==> src/rtl/hermes_local_injector.sv <==
// Local-port packetizer for a Hermes router: turns a (target, length) command plus a
// payload word stream into a header flit and payload flits, paced by the router credit.
module hermes_local_injector #(
  parameter int FLIT_SIZE = 32,
  parameter int LEN_W     = 8
) (
  input  logic                 clk_i,
  input  logic                 rst_i,
  input  logic                 cmd_valid_i,
  output logic                 cmd_ready_o,
  input  logic [15:0]          cmd_target_i,
  input  logic [LEN_W-1:0]     cmd_len_i,
  input  logic                 pld_valid_i,
  output logic                 pld_ready_o,
  input  logic [FLIT_SIZE-1:0] pld_data_i,
  output logic                 tx_o,
  output logic                 eop_o,
  output logic [FLIT_SIZE-1:0] data_o,
  input  logic                 credit_i,
  output logic                 busy_o,
  output logic                 pkt_sent_o
);

  typedef enum logic [1:0] {IDLE, HDR, PLD} state_t;

  state_t               state_q, state_d;
  logic [15:0]          target_q, target_d;
  logic [LEN_W-1:0]     remaining_q, remaining_d;
  logic                 tx_q, eop_q, pkt_sent_q;
  logic [FLIT_SIZE-1:0] data_q;

  logic                 reg_free;
  logic                 cmd_accept;
  logic                 load;
  logic                 load_eop;
  logic [FLIT_SIZE-1:0] load_data;

  function automatic logic [FLIT_SIZE-1:0] header_flit(input logic [15:0] target);
    logic [FLIT_SIZE-1:0] flit;
    flit       = '0;
    flit[15:0] = target;
    return flit;
  endfunction

  // The output register may take a new flit when it is empty or its flit leaves this cycle.
  assign reg_free = !tx_q || credit_i;

  // NOTE: every always_comb output gets a default before the case, so no path leaves a
  // signal unassigned and no latch is inferred.
  always_comb begin
    state_d     = state_q;
    target_d    = target_q;
    remaining_d = remaining_q;
    load        = 1'b0;
    load_eop    = 1'b0;
    load_data   = data_q;
    cmd_ready_o = 1'b0;
    cmd_accept  = 1'b0;
    pld_ready_o = 1'b0;

    case (state_q)
      IDLE: begin
        cmd_ready_o = !rst_i;
        cmd_accept  = cmd_valid_i && !rst_i;
        if (cmd_accept) begin
          target_d    = cmd_target_i;
          remaining_d = cmd_len_i;
          if (reg_free) begin
            load      = 1'b1;
            load_data = header_flit(cmd_target_i);
            load_eop  = (cmd_len_i == '0);
            state_d   = (cmd_len_i == '0) ? IDLE : PLD;
          end else begin
            state_d = HDR;
          end
        end
      end
      HDR: begin
        if (reg_free) begin
          load      = 1'b1;
          load_data = header_flit(target_q);
          load_eop  = (remaining_q == '0);
          state_d   = (remaining_q == '0) ? IDLE : PLD;
        end
      end
      PLD: begin
        pld_ready_o = reg_free;
        if (pld_valid_i && reg_free) begin
          load        = 1'b1;
          load_data   = pld_data_i;
          load_eop    = (remaining_q == LEN_W'(1));
          remaining_d = remaining_q - LEN_W'(1);
          if (remaining_q == LEN_W'(1)) state_d = IDLE;
        end
      end
      default: state_d = IDLE;
    endcase
  end

  // NOTE: sequential state uses non-blocking assignments so every register samples
  // pre-edge values regardless of statement order.
  always_ff @(posedge clk_i) begin
    if (rst_i) begin
      state_q     <= IDLE;
      target_q    <= '0;
      remaining_q <= '0;
      tx_q        <= 1'b0;
      eop_q       <= 1'b0;
      data_q      <= '0;
      pkt_sent_q  <= 1'b0;
    end else begin
      state_q     <= state_d;
      target_q    <= target_d;
      remaining_q <= remaining_d;
      pkt_sent_q  <= tx_q && credit_i && eop_q;
      if (load) begin
        tx_q   <= 1'b1;
        eop_q  <= load_eop;
        data_q <= load_data;
      end else if (reg_free) begin
        // Flit left (or register idle) and nothing new: drop valid, data may stay.
        tx_q  <= 1'b0;
        eop_q <= 1'b0;
      end
    end
  end

  assign tx_o       = tx_q;
  assign eop_o      = eop_q;
  assign data_o     = data_q;
  assign pkt_sent_o = pkt_sent_q;
  assign busy_o     = (state_q != IDLE) || tx_q;

endmodule

==> config.mk <==
export PLATFORM = sky130hd
export DESIGN_NAME = hermes_local_injector
export DESIGN_NICKNAME = d
export VERILOG_FILES = /design/src/rtl/hermes_local_injector.sv
export SDC_FILE = /design/constraint.sdc
export NUM_CORES = 1
export LEC_CHECK = 0
export ABC_AREA = 0
export BUFFER_PORTS_ARGS = -buffer_cell sky130_fd_sc_hd__buf_4
export CORE_MARGIN = 2
export CORE_UTILIZATION = 40
export CTS_CLUSTER_SIZE = 28
export DETAILED_ROUTE_END_ITERATION = 6
export PLACE_DENSITY = 0.7
export REMOVE_ABC_BUFFERS = 1
export SLEW_MARGIN = 20
export SYNTH_ARGS = -nofsm -noshare
export SYNTH_HDL_FRONTEND = slang
export SYNTH_SLANG_ARGS = --single-unit
==> constraint.sdc <==
create_clock -name clk_i -period 2 [get_ports clk_i]
set_clock_uncertainty 0.15 [all_clocks]
set_input_delay 0.3 -clock clk_i [delete_from_list [all_inputs] [get_ports clk_i]]
set_output_delay 0.3 -clock clk_i [all_outputs]
set_load 0.05 [all_outputs]
==> results.py, run 1 <==
metrics = {
    "yosys": {
        "synth_commonest_cells": "nand2_1 (104), dfxtp_1 (61), mux2i_1 (33)",
        "ys_warn_count": 0,
        "netlist_area_sq_mm": 0.00311,
        "yosysTopAreaCell": "dfxtp_1",
        "yosysMostFrequentCell": "nand2_1",
        "synth_top_area_share_pct": 39.3,
        "yosys.area_share.adder_pct": 2.82,
        "ys_async_sr_fraction_pct": 0,
        "muxShareOfSynthArea_pct": 10.6,
        "synthXorXnorAreaFrac_pct": 0,
        "yosys-top-cells-area": "dfxtp_1 (39%), nand2_1 (13%), mux2i_1 (11%)",
        "synth_compound_area_share_pct": 17.6,
        "yosysSeqAreaShare_pct": 39.3,
        "synth_cell_types": 51,
        "synthCells": 376,
        "synth-edff-count": 0,
        "avgSynthCellArea_sq_um": 8.26,
        "synth-simple-area-share_pct": 23.5,
        "ys_seq_elements": 61,
        "synth_flop_cell": "dfxtp_1",
        "synth_top_family_by_area": "simple AND/OR/NAND/NOR gates",
    },
    "cells_and_area": {
        "nets": 572,
        "fin_area_sq_mm": 0.00466,
        "diodes": 0,
        "postLayoutCoreUtil_pct": 61.3,
        "area_growth_syn_to_layout_pct": 50.2,
        "final_cells": 611,
        "drive_gt1_share_pct": 34.2,
    },
    "setup_path": {
        "reg2reg_depth": 7,
        "crit_type": "flop to flop",
        "reg2reg_slack_ps": -120,
        "start_kind": "flop",
        "crit_path_end_kind": "flop",
        "r2r-end": "data_o[14]",
        "worstPathMaxFanout": 8,
        "cp.arrival_ps": 2190,
        "worstPathRequired_ps": 2070,
        "endpoint": "data_o[14]",
        "cp-startpoint": "state_q[0]",
        "timing.rr.start": "state_q[0]",
    },
    "timing": {
        "hold_viol": 0,
        "maxSlewViolCount": 0,
        "min_period_over_period_pct": 106,
        "setup_slack_ps": -121,
        "whs_ps": 17.5,
        "worst_pin_slew_ps": 473,
        "setup_violations": 32,
        "max_slew_margin_pct": 68.2,
        "period_needed_ps": 2120,
        "timing.fmax_mhz": 472,
        "grt_setup_unrepaired": "yes",
        "setup_tns_ps": -3150,
    },
    "global_route": {
        "grt_pass1_vias": 3249,
        "overflow": 0,
        "antenna_found_initial": 0,
        "grtUsageTotal_pct": 22.5,
        "grt_pass1_wl_um": 15300,
        "grt_max_degree": 34,
    },
    "run": {
        "maxCapViolCount": 0,
    },
    "clock_network": {
        "htree_levels": 3,
        "cts_tree": "yes",
        "cts_buffers": 9,
        "cts_buffer_depth": 2,
        "cts_sinks": 61,
        "clock_latency_ps": 340,
        "clk_pin_slew_ps": 70,
        "cts-root-buf": "clkbuf_8",
    },
    "route": {
        "via_per_inst": 5.35,
        "wirelength_um": 9330,
        "wl_met1_um": 4060,
        "antenna_left": 0,
        "wire_per_inst_um": 15.3,
        "dr_total_vias": 3268,
        "dr_wl_met2_um": 4460,
        "drt_pass1_iterations": 5,
        "drt_drc_violations_left": 0,
        "highest_layer": "met4",
        "drt_iter0_drc": 193,
        "wl_met3_um": 707,
    },
    "status": {
        "violations": "setup timing",
        "outcome": "finished with violations",
    },
    "die": {
        "design.core.area_sq_mm": 0.00761,
        "die_x_um": 92.1,
        "die-area_sq_mm": 0.00848,
        "die_y_um": 92.1,
        "row_count": 32,
        "num_io_pins": 99,
        "start_util_pct": 40.8,
    },
    "placement": {
        "hpwlAfterDp_um": 6250,
        "placed_cells": 577,
        "place_area_sq_mm": 0.00408,
        "gp_congestion": 0.949,
        "port_buffers": 98,
        "pre_cts_ws_ps": -162,
    },
    "pwr": {
        "power_mw": 4.52,
        "peakVddDrop_uv": 518,
        "power.density_mw_per_mm2": 970,
        "p_leak_nw": 2.19,
    },
    "min_path": {
        "hold_class": "input pin to flop",
    },
}
[worst min-delay path by stage]
| stage | start | depth (start not counted) | slack [ps] | end |
|---|---|---|---|---|
| final | cmd_target_i[4] | 3 | 20 | target_q[4] |
| after global routing | cmd_target_i[1] | 3 | 0.3 | target_q[1] |
| after floorplan | rst_i | 1 | 220 | remaining_q[1] |
| after global placement | target_q[9] | 2 | 290 | target_q[9] |
| after CTS | cmd_target_i[4] | 3 | 2 | target_q[4] |
| after detailed placement | target_q[0] | 2 | 300 | target_q[0] |
[cell families (layout without fill, tap and decap cells)]
group | count (synthesis) | after routing
AO/OA/AOI/OAI | 74 | 74
adder cells (fa/ha/maj) | 7 | 7
buffers and inverters | 40 | 173
flip-flops | 61 | 61
multiplexers | 33 | 33
AND/OR/NAND/NOR | 161 | 161
[worst max-delay path: stages, from the launching register on]
cell and delay (ps):
dfxtp_4 370, buf_6 110, ha_4 140, a21oi_2 30
a211o_1 320, or4_4 540, clkbuf_16 220, mux2i_1 110
[layout by cell type, fill, tap and decap left out, drive strengths merged, types with 4 or more instances in the layout]
cell / Yosys / layout
a21oi: 9 / 9
a22oi: 16 / 16
buf: 7 / 135
clkbuf: 22 / 13
dfxtp: 61 / 61
dlygate4sd3: 0 / 10
ha: 7 / 7
inv: 11 / 11
mux2i: 33 / 33
nand2: 104 / 104
nand3: 17 / 17
nor2: 11 / 11
nor3: 4 / 4
o211ai: 17 / 17
o21ai: 4 / 4
o31ai: 5 / 5
[sequential cells by signal, summed over array words and instances, names as in the netlist]
register     count
data_o          32
eop_o            1
pkt_sent_o       1
remaining_q      8
state_q          2
target_q        16
tx_o             1
[cell type report]
class,count,area (sq um)
Clock inverter,4,45.0
Timing Repair Buffer,146,1260
Inverter,11,46.3
Sequential cell,61,1230
Multi-Input combinational cell,275,1790
Clock buffer,12,165
Fill cell,656,2940
Tap cell,102,128
[timing repair]
item                                    in CTS  in global routing
resized for setup                           19                 23
buffers inserted                             1                  4
hold buffers                                10                  0
pin swaps                                    1                  3
endpoints found under the setup margin      43                 46
cloned                                       2                  1
hold endpoints to repair                    10                  0
[metal layers]
layer  vias to the layer above  global-route usage [%]
met5                         -                       0
met4                         0                    6.72
met3                        13                    6.33
met2                       146                    38.2
met1                      1516                    27.7
li1                       1593                       -
[power breakdown]
part | leakage, nW | total [mW] | internal [mW] | switching, mW
Sequential | 0.498 | 1.44 | 1.35 | 0.0909
Clock | 0.112 | 1.16 | 0.671 | 0.490
Combinational | 1.58 | 1.92 | 0.857 | 1.06
No activity file was read; power rests on OpenSTA's default activity.
==> inputs of run 2 (changes only) <==
--- a/config.mk
+++ b/config.mk
@@ -11,6 +11,7 @@
 export CORE_UTILIZATION = 40
 export CTS_CLUSTER_SIZE = 28
 export DETAILED_ROUTE_END_ITERATION = 6
+export GPL_TIMING_DRIVEN = 0
 export PLACE_DENSITY = 0.7
 export REMOVE_ABC_BUFFERS = 1
 export SLEW_MARGIN = 20
==> results.py, run 2 (same netlist as run 1, synthesis figures left out) <==
metrics = {
    "setup_path": {
        "crit_type": "flop to flop",
        "max_stage_delay_ps": 440,
        "cp-startpoint": "state_q[0]",
        "start_kind": "flop",
        "reg2reg_depth": 7,
        "timing.rr.start": "state_q[0]",
        "worstPathRequired_ps": 2080,
        "slowest_stage": "or4_4",
        "crit_path_end_kind": "flop",
        "worstPathMaxFanout": 16,
        "endpoint": "data_o[11]",
        "reg2reg_slack_ps": -120,
        "r2r-end": "data_o[11]",
        "cp.arrival_ps": 2200,
        "crit_chain": "inv_4 -> ha_4 -> nand3b_4 -> a211o_4 -> or4_4 -> buf_12 -> mux2i_1",
    },
    "global_route": {
        "grt_pass1_vias": 3079,
        "grt_max_degree": 74,
        "overflow": 0,
        "antenna_found_initial": 0,
        "grt_pass1_wl_um": 15600,
        "grtUsageTotal_pct": 23.4,
    },
    "placement": {
        "pre_cts_ws_ps": -898,
        "hpwlAfterDp_um": 5400,
        "gp_congestion": 0.864,
        "port_buffers": 98,
    },
    "die": {
        "die-area_sq_mm": 0.00848,
        "design.core.area_sq_mm": 0.00761,
        "die_x_um": 92.1,
        "die_y_um": 92.1,
        "row_count": 32,
        "start_util_pct": 40.8,
        "num_io_pins": 99,
    },
    "clock_network": {
        "cts_buffers": 9,
        "htree_levels": 3,
        "clk_pin_slew_ps": 70,
        "cts-root-buf": "clkbuf_8",
        "cts_buffer_depth": 2,
        "clock_latency_ps": 340,
        "cts_tree": "yes",
        "cts_sinks": 61,
    },
    "pwr": {
        "p_sw_mw": 1.68,
        "power.density_mw_per_mm2": 1000,
        "peakVddDrop_uv": 474,
        "power_frac_clock_pct": 27.3,
        "combPwrFrac_pct": 40.5,
        "p_int_mw": 2.81,
        "p_leak_nw": 2.07,
        "netSwitchingFraction_pct": 37.4,
        "pwr-share-seq_pct": 32.2,
        "power_mw": 4.49,
    },
    "cells_and_area": {
        "mostFrequentLayoutCell": "buf_4",
        "area_growth_syn_to_layout_pct": 44.2,
        "diodes": 0,
        "largest_reg_flops": 32,
        "nets": 558,
        "layout_common_cells": "buf_4 (114), nand2_1 (104), dfxtp_1 (59)",
        "drive_gt1_share_pct": 32.0,
    },
    "timing": {
        "worst_pin_slew_ps": 731,
        "timing.fmax_mhz": 471,
        "whs_ps": 7.37,
        "min_period_over_period_pct": 106,
        "setup_violations": 32,
        "setup_slack_ps": -121,
        "grt_setup_unrepaired": "yes",
        "maxSlewViolCount": 0,
        "period_needed_ps": 2120,
        "max_slew_margin_pct": 51.3,
        "hold_viol": 0,
    },
    "status": {
        "outcome": "finished with violations",
        "violations": "setup timing",
    },
    "min_path": {
        "hold_class": "input pin to flop",
        "worstHoldStart": "cmd_target_i[2]",
    },
    "route": {
        "drt_pass1_iterations": 4,
        "antenna_left": 0,
        "drt_drc_violations_left": 0,
        "wirelength_um": 9690,
        "drt_iter0_drc": 191,
        "via_per_inst": 5.39,
        "wire_per_inst_um": 16.3,
        "dr_total_vias": 3215,
    },
    "run": {
        "maxCapViolCount": 0,
    },
}
## run 2: cell count changes in the layout (fill, tap and decap cells not counted), moves of 2 or more
cell	before	now
nor2_1	8	10
inv_2	2	0
buf_6	7	2
or4_4	1	4
clkbuf_8	12	10
buf_16	3	0
buf_12	3	1
buf_4	122	114
dlygate4sd3_1	10	12
nor2_2	2	0
## run 2: final cells by class
| cell class | count | area [sq um] |
|---|---|---|
| Clock buffer | 10 | 138 |
| Inverter | 11 | 52.6 |
| Timing Repair Buffer | 130 | 1030 |
| Multi-Input combinational cell | 277 | 1820 |
| Clock inverter | 5 | 75.1 |
| Sequential cell | 61 | 1230 |
| Fill cell | 696 | 3130 |
| Tap cell | 102 | 128 |
## run 2: repair_timing
item / in CTS / in global routing
setup endpoints to repair: 44 / 39
hold buffers: 12 / 0
setup buffers: 15 / 5
resized for setup: 26 / 6
hold endpoints to repair: 12 / 0
pin swaps: 8 / 3
gates cloned: 2 / 0
## run 2: power groups by stage
stage               clock (mW)  combinational, mW  sequential, mW
floorplan                    0              0.879            1.59
CTS                       1.24               1.72            1.44
detailed placement           0               1.44            1.46
finish                    1.23               1.82            1.45
global placement             0               1.42            1.45
global route              1.31               1.96            1.46
## run 2: worst min-delay path by stage
stage / endpoint / slack (ps) / depth (start not counted)
4_1_cts: target_q[12] / 2 / 3
3_3_place_gp: target_q[11] / 290 / 2
3_5_place_dp: target_q[10] / 300 / 2
5_1_grt: target_q[12] / 5 / 3
6_report: target_q[2] / 7 / 3
2_1_floorplan: remaining_q[1] / 220 / 1
## run 2: metal layers
| metal | share of wire [%] | track usage, % | vias up |
|---|---|---|---|
| met5 | 0 | 0 | - |
| met4 | 1.4 | 7.71 | 0 |
| met3 | 6.6 | 5.51 | 10 |
| met2 | 46 | 37.5 | 128 |
| met1 | 46 | 31.1 | 1512 |
| li1 | - | - | 1565 |
## run 2: stage by stage
step,utilization [%],setup TNS [ps],instances,cell area [sq um]
5_1_grt,58.8,-3780,596,4480
6_report,58.8,-2750,596,4480
3_3_place_gp,50.2,-52960,547,3820
4_1_cts,57.9,-2910,591,4410
3_5_place_dp,50.3,-32460,547,3830
2_1_floorplan,-,-27440,347,2960
## run 2: worst max-delay path: cells and delay by family (launching register included)
kind | cells | cell delay, ps
adder cells (fa/ha/maj) | 1 | 180
multiplexers | 1 | 130
AND/OR/NAND/NOR | 2 | 540
flip-flops | 1 | 360
buffers and inverters | 2 | 250
AO/OA/AOI/OAI | 1 | 380
